File: config.mk
export PLATFORM = sky130hd
export DESIGN_NAME = issue_scheduler_flat
export DESIGN_NICKNAME = d
export VERILOG_FILES = /design/src/rtl/issue_scheduler_if.sv /design/src/rtl/issue_scheduler.sv /design/src/flat_wrapper.sv
export SDC_FILE = /design/constraint.sdc
export NUM_CORES = 1
export LEC_CHECK = 0
export CAP_MARGIN = 20
export CORE_UTILIZATION = 39
export DETAILED_ROUTE_END_ITERATION = 16
export PLACE_DENSITY_LB_ADDON = 0.25
export SETUP_SLACK_MARGIN = 0.05
export SYNTH_ARGS = -nofsm -noshare
export SYNTH_HDL_FRONTEND = slang
export SYNTH_SLANG_ARGS = --single-unit
File: constraint.sdc
create_clock -name i_clk -period 2.1 [get_ports i_clk]
set_clock_uncertainty 0.2 [all_clocks]
set_input_delay 0.315 -clock i_clk [delete_from_list [all_inputs] [get_ports i_clk]]
set_output_delay 0.315 -clock i_clk [all_outputs]
set_load 0.03 [all_outputs]
File: src/rtl/issue_scheduler_if.sv
// Decoded-pair payload type and the scheduler's decode-queue / execute-pipe interface.
// master = scheduler side, slave = queue/execute side.
package issue_scheduler_pkg;
  localparam int unsigned REG_W = 5;
  localparam int unsigned TAG_W = 8;

  typedef struct packed {
    logic             valid;
    logic [TAG_W-1:0] tag;
    logic [REG_W-1:0] rd_addr;
    logic             rd_wren;
    logic [REG_W-1:0] rs1_addr;
    logic             rs1_en;
    logic [REG_W-1:0] rs2_addr;
    logic             rs2_en;
    logic             is_mem;
  } decode_t;
endpackage

interface issue_scheduler_if;
  import issue_scheduler_pkg::*;

  logic          flush;
  logic          dque_sch_ready;
  logic          dque_sch_ack;
  decode_t [1:0] decode;
  logic          sch_dque_request;
  logic          exe_stall;
  decode_t [1:0] issue;
  logic    [1:0] issue_valid;

  modport master (
    input  flush, dque_sch_ready, dque_sch_ack, decode, exe_stall,
    output sch_dque_request, issue, issue_valid
  );

  modport slave (
    output flush, dque_sch_ready, dque_sch_ack, decode, exe_stall,
    input  sch_dque_request, issue, issue_valid
  );
endinterface

File: src/rtl/issue_scheduler.sv
// Dual-issue scheduler: pops one decoded pair per handshake and issues it, splitting on hazards.
// Optional performance counters enabled by defining SCHED_PERF_CNT_EN.
module issue_scheduler
  import issue_scheduler_pkg::*;
#(
  parameter int unsigned MEM_PORTS = 1,
  parameter int unsigned CNT_W     = 32
) (
  input  logic             i_clk,
  input  logic             i_rst,
`ifdef SCHED_PERF_CNT_EN
  output logic [CNT_W-1:0] o_cnt_dual,
  output logic [CNT_W-1:0] o_cnt_split,
`endif
  issue_scheduler_if.master sch
);

  typedef enum logic [1:0] {
    S_EMPTY = 2'd0,
    S_PAIR  = 2'd1,
    S_SLOT1 = 2'd2
  } state_t;

  state_t        state_q, state_d;
  decode_t [1:0] hold_q;
  logic          raw, waw, mem_conflict, hazard, dual;
  logic          free, request, capture;
  logic [1:0]    issue_valid;

  // Slot 1 dependencies on slot 0 within the held pair
  always_comb begin
    raw = hold_q[0].rd_wren && (hold_q[0].rd_addr != '0) &&
          ((hold_q[1].rs1_en && (hold_q[1].rs1_addr == hold_q[0].rd_addr)) ||
           (hold_q[1].rs2_en && (hold_q[1].rs2_addr == hold_q[0].rd_addr)));
    waw = hold_q[0].rd_wren && hold_q[1].rd_wren && (hold_q[0].rd_addr != '0) &&
          (hold_q[0].rd_addr == hold_q[1].rd_addr);
    mem_conflict = hold_q[0].is_mem && hold_q[1].is_mem && (MEM_PORTS == 1);
    hazard = hold_q[0].valid && hold_q[1].valid && (raw || waw || mem_conflict);
    dual   = !hazard;
  end

  always_ff @(posedge i_clk) begin
    if (i_rst) state_q <= S_EMPTY;
    else       state_q <= state_d;
  end

  always_comb begin
    state_d = state_q;
    if (sch.flush) begin
      state_d = S_EMPTY;
    end else begin
      case (state_q)
        S_EMPTY: if (capture) state_d = S_PAIR;
        S_PAIR: begin
          if (!sch.exe_stall) begin
            if (hazard)       state_d = S_SLOT1;
            else if (capture) state_d = S_PAIR;
            else              state_d = S_EMPTY;
          end
        end
        S_SLOT1: begin
          if (!sch.exe_stall) state_d = capture ? S_PAIR : S_EMPTY;
        end
        default: state_d = S_EMPTY;
      endcase
    end
  end

  // A new pair may be taken whenever the held one is gone or retires this cycle
  always_comb begin
    issue_valid = 2'b00;
    free        = 1'b0;
    case (state_q)
      S_EMPTY: free = 1'b1;
      S_PAIR: begin
        issue_valid = {dual & hold_q[1].valid, hold_q[0].valid};
        free        = dual & ~sch.exe_stall;
      end
      S_SLOT1: begin
        issue_valid = {hold_q[1].valid, 1'b0};
        free        = ~sch.exe_stall;
      end
      default: ;
    endcase
    request = free & sch.dque_sch_ready & ~sch.flush & ~i_rst;
    capture = request & sch.dque_sch_ack;
  end

  always_ff @(posedge i_clk) begin
    if (i_rst || sch.flush) hold_q <= '0;
    else if (capture)       hold_q <= sch.decode;
  end

  assign sch.sch_dque_request = request;
  assign sch.issue            = hold_q;
  assign sch.issue_valid      = issue_valid;

`ifdef SCHED_PERF_CNT_EN
  logic dual_fire, split_fire;

  assign dual_fire  = (issue_valid == 2'b11) && !sch.exe_stall && !sch.flush;
  assign split_fire = (state_q == S_PAIR) && hazard && !sch.exe_stall && !sch.flush;

  always_ff @(posedge i_clk) begin
    if (i_rst) begin
      o_cnt_dual  <= '0;
      o_cnt_split <= '0;
    end else begin
      if (dual_fire)  o_cnt_dual  <= o_cnt_dual + CNT_W'(1);
      if (split_fire) o_cnt_split <= o_cnt_split + CNT_W'(1);
    end
  end
`else
  logic [CNT_W-1:0] unused_cnt_w;
  assign unused_cnt_w = '0;
`endif

endmodule

File: src/flat_wrapper.sv
// flat-port wrapper written by rule: the top's interface ports become plain ports
module issue_scheduler_flat import issue_scheduler_pkg::*;
#(
  parameter int unsigned MEM_PORTS = 1,
  parameter int unsigned CNT_W     = 32
)
  (i_clk, i_rst, sch_flush, sch_dque_sch_ready, sch_dque_sch_ack, sch_decode, sch_exe_stall, sch_sch_dque_request, sch_issue, sch_issue_valid);
  issue_scheduler_if sch_i ();
  input  logic i_clk;
  input  logic i_rst;
  input wire logic [$bits(sch_i.flush)-1:0] sch_flush;
  input wire logic [$bits(sch_i.dque_sch_ready)-1:0] sch_dque_sch_ready;
  input wire logic [$bits(sch_i.dque_sch_ack)-1:0] sch_dque_sch_ack;
  input wire logic [$bits(sch_i.decode)-1:0] sch_decode;
  input wire logic [$bits(sch_i.exe_stall)-1:0] sch_exe_stall;
  output wire logic [$bits(sch_i.sch_dque_request)-1:0] sch_sch_dque_request;
  output wire logic [$bits(sch_i.issue)-1:0] sch_issue;
  output wire logic [$bits(sch_i.issue_valid)-1:0] sch_issue_valid;
  assign sch_i.flush = sch_flush;
  assign sch_i.dque_sch_ready = sch_dque_sch_ready;
  assign sch_i.dque_sch_ack = sch_dque_sch_ack;
  assign sch_i.decode = sch_decode;
  assign sch_i.exe_stall = sch_exe_stall;
  assign sch_sch_dque_request = sch_i.sch_dque_request;
  assign sch_issue = sch_i.issue;
  assign sch_issue_valid = sch_i.issue_valid;
  issue_scheduler #(.MEM_PORTS(MEM_PORTS), .CNT_W(CNT_W)) u_core (.i_clk(i_clk), .i_rst(i_rst), .sch(sch_i));
endmodule
Word-level counts from Yosys, hierarchy flattened
Index checks and enable logic that the tools add are counted.
{"block": "classes", "reduce_logical": 19, "mux": 8, "n_bitwise": 9, "eq_ne": 8}
{"operator": "$eq 5x5->1", "count": 3}
{"operator": "$logic_and 1x1->1", "count": 10}
{"operator": "$mux 2", "count": 4}
{"operator": "$and 1x1->1", "count": 6}
{"operator": "$pmux 2 s3", "count": 1}
{"operator": "$reduce_bool 5->1", "count": 1}
{"operator": "$logic_or 1x1->1", "count": 4}
{"operator": "$ne 2x2->1 const B", "count": 2}
{"operator": "$pmux 2 s2", "count": 1}
{"operator": "$not 1->1", "count": 3}
{"operator": "$pmux 1 s3", "count": 1}
{"operator": "$reduce_and 3->1", "count": 1}
{"operator": "$eq 2x1->1 const B", "count": 1}
{"operator": "$eq 2x2->1 const B", "count": 1}
{"operator": "$logic_not 2->1", "count": 1}
{"operator": "$ne 2x1->1 const B", "count": 1}
{"operator": "$reduce_or 2->1", "count": 1}
{"operator": "$logic_not 1->1", "count": 1}
{"operator": "$mux 1", "count": 1}
{"block": "totals", "word_cells": 63, "inputBits": 62, "out_inout_bits": 59, "reg_bits": 58}

Longest topological paths before layout
{"block": "logic_depth", "depth_word": 18, "mapped_depth": 10, "depth_no_buf": 7}

Worst setup path after synthesis
No wires, ideal clock.
{"block": "synth_path", "kind": "flip-flop to output port", "start": "register u_core.hold_q, in the netlist u_core.sch.issue[15]", "end": "output sch_sch_dque_request", "setup_slack_ns": -0.256, "path_buffers": 0, "t_arrival_ns": 1.841, "required_time_ns": 1.585, "path_stages_with_launch": 6, "cell_sequence": "dfxtp_1 -> or4_4 -> o21ai_4 -> a221o_1 -> a31oi_1 -> nor2b_1"}
{"block": "synth_between", "elab_chain_cells": 13, "word_cells_on_any_way": 20, "cone_classes": "3 x eq/ne; 1 x mux; 4 x bitwise; 12 x reduce/logical"}
{"element": "start: declaration", "line_no": "issue_scheduler.sv:25", "source": "decode_t [1:0] hold_q;"}
{"element": "start signal: assignment", "line_no": "issue_scheduler.sv:91", "source": "else if (capture) hold_q <= sch.decode;"}
{"element": "$eq 5x5->1 (on tied branches)", "line_no": "issue_scheduler.sv:33, issue_scheduler.sv:34"}
{"element": "$logic_and 1x1->1 (on tied branches)", "line_no": "issue_scheduler.sv:33, issue_scheduler.sv:34"}
{"element": "$logic_or 1x1->1", "line_no": "issue_scheduler.sv:33", "source": "((hold_q[1].rs1_en && (hold_q[1].rs1_addr == hold_q[0].rd_addr)) ||"}
{"element": "$logic_and 1x1->1", "line_no": "issue_scheduler.sv:32", "source": "raw = hold_q[0].rd_wren && (hold_q[0].rd_addr != '0) &&"}
{"element": "$logic_or 1x1->1 (*) (2 in a row)", "line_no": "issue_scheduler.sv:38", "source": "hazard = hold_q[0].valid && hold_q[1].valid && (raw || waw || mem_conflict);"}
{"element": "$logic_and 1x1->1 (*)", "line_no": "issue_scheduler.sv:38"}
{"element": "$logic_not 1->1 (*)", "line_no": "issue_scheduler.sv:39", "source": "dual = !hazard;"}
{"element": "$and 1x1->1 (*)", "line_no": "issue_scheduler.sv:77", "source": "free = dual & ~sch.exe_stall;"}
{"element": "$pmux 1 s3 (*)", "line_no": "issue_scheduler.sv:73", "source": "case (state_q)"}
{"element": "$and 1x1->1 (*) (3 in a row)", "line_no": "issue_scheduler.sv:85", "source": "request = free & sch.dque_sch_ready & ~sch.flush & ~i_rst;"}
{"element": "end: declaration", "line_no": "flat_wrapper.sv:16", "source": "output wire logic [$bits(sch_i.sch_dque_request)-1:0] sch_sch_dque_request;"}
Every way passes the cells marked *; elsewhere a longest branch is shown, timed or not.

Worst setup path in the final report
{"block": "layout_path", "start": "register u_core.state_q[1]", "end": "output sch_sch_dque_request"}
{"block": "layout_between", "elab_chain_cells": 5, "word_cells_on_any_way": 7, "cone_classes": "2 x eq/ne; 1 x mux; 3 x bitwise; 1 x reduce/logical"}
{"element": "start: declaration", "line_no": "issue_scheduler.sv:24", "source": "state_t state_q, state_d;"}
{"element": "start signal: assignment", "line_no": "issue_scheduler.sv:44", "source": "else state_q <= state_d;"}
{"element": "$eq 2x2->1 (tied with other cells)", "line_no": "issue_scheduler.sv:73"}
{"element": "$pmux 1 s3 (*)", "line_no": "issue_scheduler.sv:73"}
{"element": "$and 1x1->1 (*) (3 in a row)", "line_no": "issue_scheduler.sv:85"}
Marks and branches as above.

==> results.ini <==
[clock_network]
clock_sinks = 58
hold_buffers = 0
clk_path_buf_depth = 2
htree_levels = 3
cts_tree = built
clk_pin_slew_ns = 0.07
cts-buffers-inserted = 9
cts_root_buf = clkbuf_8
clk_latency_ns = 0.34

[logic_synthesis]
synth_common_cells = inv_1 (59), dfxtp_1 (58), nand3_1 (29), o22ai_2 (29), o2111ai_1 (27)
synth-seq-cells = 58
ys_seq_area_frac = 0.3979
yosys.area_share.simple = 0.1021
synth_area_per_cell_um2 = 9.090
synth_ff_type = dfxtp_1
synthArstFlopShare = 0
yosysMostFrequentCell = inv_1
synth_top_family_by_area = compound AO/OA/AOI/OAI gates
yosys.area.top_type = dfxtp_1
synthMuxAreaShare = 0.003859
synthDistinctLibCells = 41
synth_area_um2 = 2918
synth_adder_area_share = 0.01715
postSynthCellCount = 321
synth_xor_area_frac = 0.04503
synth.area.top_cells = dfxtp_1 (40%), o22ai_2 (12%), o2111ai_1 (8.1%)
yosysWarnings = 0
yosysTopAreaCellShare = 0.3979
synth_edf_count = 0
synth_compound_area_frac = 0.3053
syn-num-nets = 387

[placement]
io_buffers = 120
gp_routability_congestion = 0.8220
hpwlAfterDp_um = 6203
dp_cells = 572
placed_cell_area_um2 = 4663

[pwr]
power_leakage_nw = 2.229
internal_power_mw = 1.914
ir_drop_mv = 0.3005
combPwrFrac = 0.189
power.total_mw = 2.602
power_frac_seq = 0.440
power_density_nw_per_um2 = 487.0
p_sw_uw = 688.3
clkPwrFrac = 0.371
swShare = 0.2645

[layout]
area_growth_pct = 83.15
nets = 568
fillCellCount = 520
fin_util = 0.7368
num_antenna_cells = 0
stdcell_area_um2 = 5344
layout.area.seq_um2 = 1182
stdcell_count = 606
drive_gt1_frac = 0.3491
multiInputGateArea_um2 = 1640

[route]
via_count = 3152
wl_um = 10220
drt_first_iter_violations = 149
first_pass_iters = 4
routed_via_density = 5.201
ant_nets = 0
wl_per_cell_um = 16.87
drc = 0

[floorplan]
die-width_um = 88.50
start_util = 0.4023
dieHeight_um = 88.50
io_pins = 121
fp.dieArea_um2 = 7831
coreArea_um2 = 7253
rows = 31

[worst_setup_path]
r2r_cells = 10
critical_path_class = flop to primary output
crit_end = sch_sch_dque_request
crit_path_start_kind = flop
worstSetupEndpointType = primary output
crit_start = u_core.state_q[1]
crit_fanout = 3
critPathRequiredTime_ns = 1.58
r2r_end = u_core.sch.issue[53]
r2r_slack_ns = -0.34
worstPathArrival_ns = 2.03
r2r-start = u_core.sch.issue[18]

[timing]
slew_violations = 0
fin_crit_sh = 1.212
clock.fmax_mhz = 393.0
maxSlewHeadroom = 0.7425
setup_viol = 60
fin_hold_ws_ns = 0.2976
finalHoldViolCount = 0
grt_setup_unrepaired = yes
tightest_slew_ns = 0.3856
post-route-min-period_ns = 2.544
fin_ws_ns = -0.4442

[global_route]
antenna_found_initial = 0
grt_pass1_vias = 3052
grt_max_degree = 59
grt_pass1_wl_um = 14960
grt-ovfl-total = 0
grt_usage = 0.2505

[job]
maxCapViolations = 0

[run_status]
outcome = complete, but fails checks
violations = negative setup slack

[hold_path]
hp-class = flop to flop

cells by family after synthesis:
logic type      after synthesis
fa+ha+maj                     4
flops                        58
simple gates                 56
compound gates              101
buf+inv                      86
xor+xnor                     15
mux                           1
sequential cells by signal (all words and copies together), names as in the netlist:
name              cells
u_core.sch.issue     56
u_core.state_q        2
worst max-delay path, cell delays in order (launching register included):
cell and delay (ns):
dfxtp_4 0.37, inv_4 0.04, ha_4 0.16, a21boi_1 0.15, or2_4 0.26, a221o_1 0.32, a31oi_1 0.20, nor2b_2 0.07
buf_6 0.14
through the flow:
step | TNS, ns | setup slack, ns
after floorplan | -0.005547 | -0.005547
after global placement | -17.02 | -0.3555
after detailed placement | -17.11 | -0.3339
after CTS | -11.09 | -0.4104
after global routing | -19.32 | -0.5721
final | -15.86 | -0.4442
what timing repair did:
item,in CTS,in global routing
gates resized for setup,38,50
gates cloned,4,0
setup buffers,9,6
pin swaps,6,9
setup endpoints to repair,64,63
power groups by stage:
stage	clock, mW	sequential [mW]	combinational [mW]
floorplan	0	1.22	0.129
global placement	0	1.17	0.430
detailed placement	0	1.17	0.436
CTS	0.976	1.15	0.469
global route	1.03	1.15	0.522
finish	0.965	1.14	0.493
layer usage:
metal	vias up	GRT usage	part of all wire
li1	1505	-	-
met1	1519	0.2965	0.42
met2	106	0.4371	0.51
met3	22	0.04851	0.042
met4	0	0.1158	0.029
met5	-	0	0
layout make-up:
class / instances / area share
timing repair buffer: 197 / 0.3720
multi-input combinational: 177 / 0.3070
sequential: 58 / 0.2213
inverter: 59 / 0.04238
clock buffer: 14 / 0.03231
tap: 99 / 0.02318
clock inverter: 2 / 0.001873
how the worst min path moves through the flow:
stage / from / endpoint / slack, ns / cells past startpoint
2_1_floorplan: sch_decode[15] / u_core.sch.issue[15] / 0.24 / 2
3_3_place_gp: u_core.sch.issue[10] / u_core.sch.issue[10] / 0.28 / 2
3_5_place_dp: u_core.sch.issue[1] / u_core.sch.issue[1] / 0.29 / 2
4_1_cts: u_core.sch.issue[1] / u_core.sch.issue[1] / 0.30 / 2
5_1_grt: u_core.sch.issue[25] / u_core.sch.issue[25] / 0.31 / 2
6_report: u_core.sch.issue[9] / u_core.sch.issue[9] / 0.30 / 2
layout by cell type (no fill, tap or decap), types with 2 or more instances in the layout:
cell             count
clkdlybuf4s50_1    113
dfxtp_2              2
buf_16               3
nor2_4               2
inv_1               57
clkinv_2             2
buf_6                8
o21ai_1             14
clkbuf_8            12
inv_4                2
buf_4               57
nor2_1               3
o2111ai_2            8
clkbuf_1             2
xor2_1               4
nand3_1             29
o21ai_2             13
nand2_1              6
or2_4                2
xnor2_1             11
o2111ai_1           19
dfxtp_4              5
dlygate4sd2_1        3
nand4_1              2
ha_4                 4
buf_12               8
dfxtp_1             51
and2_1               2
o22ai_2             31
(Power assumes the default switching activity.)
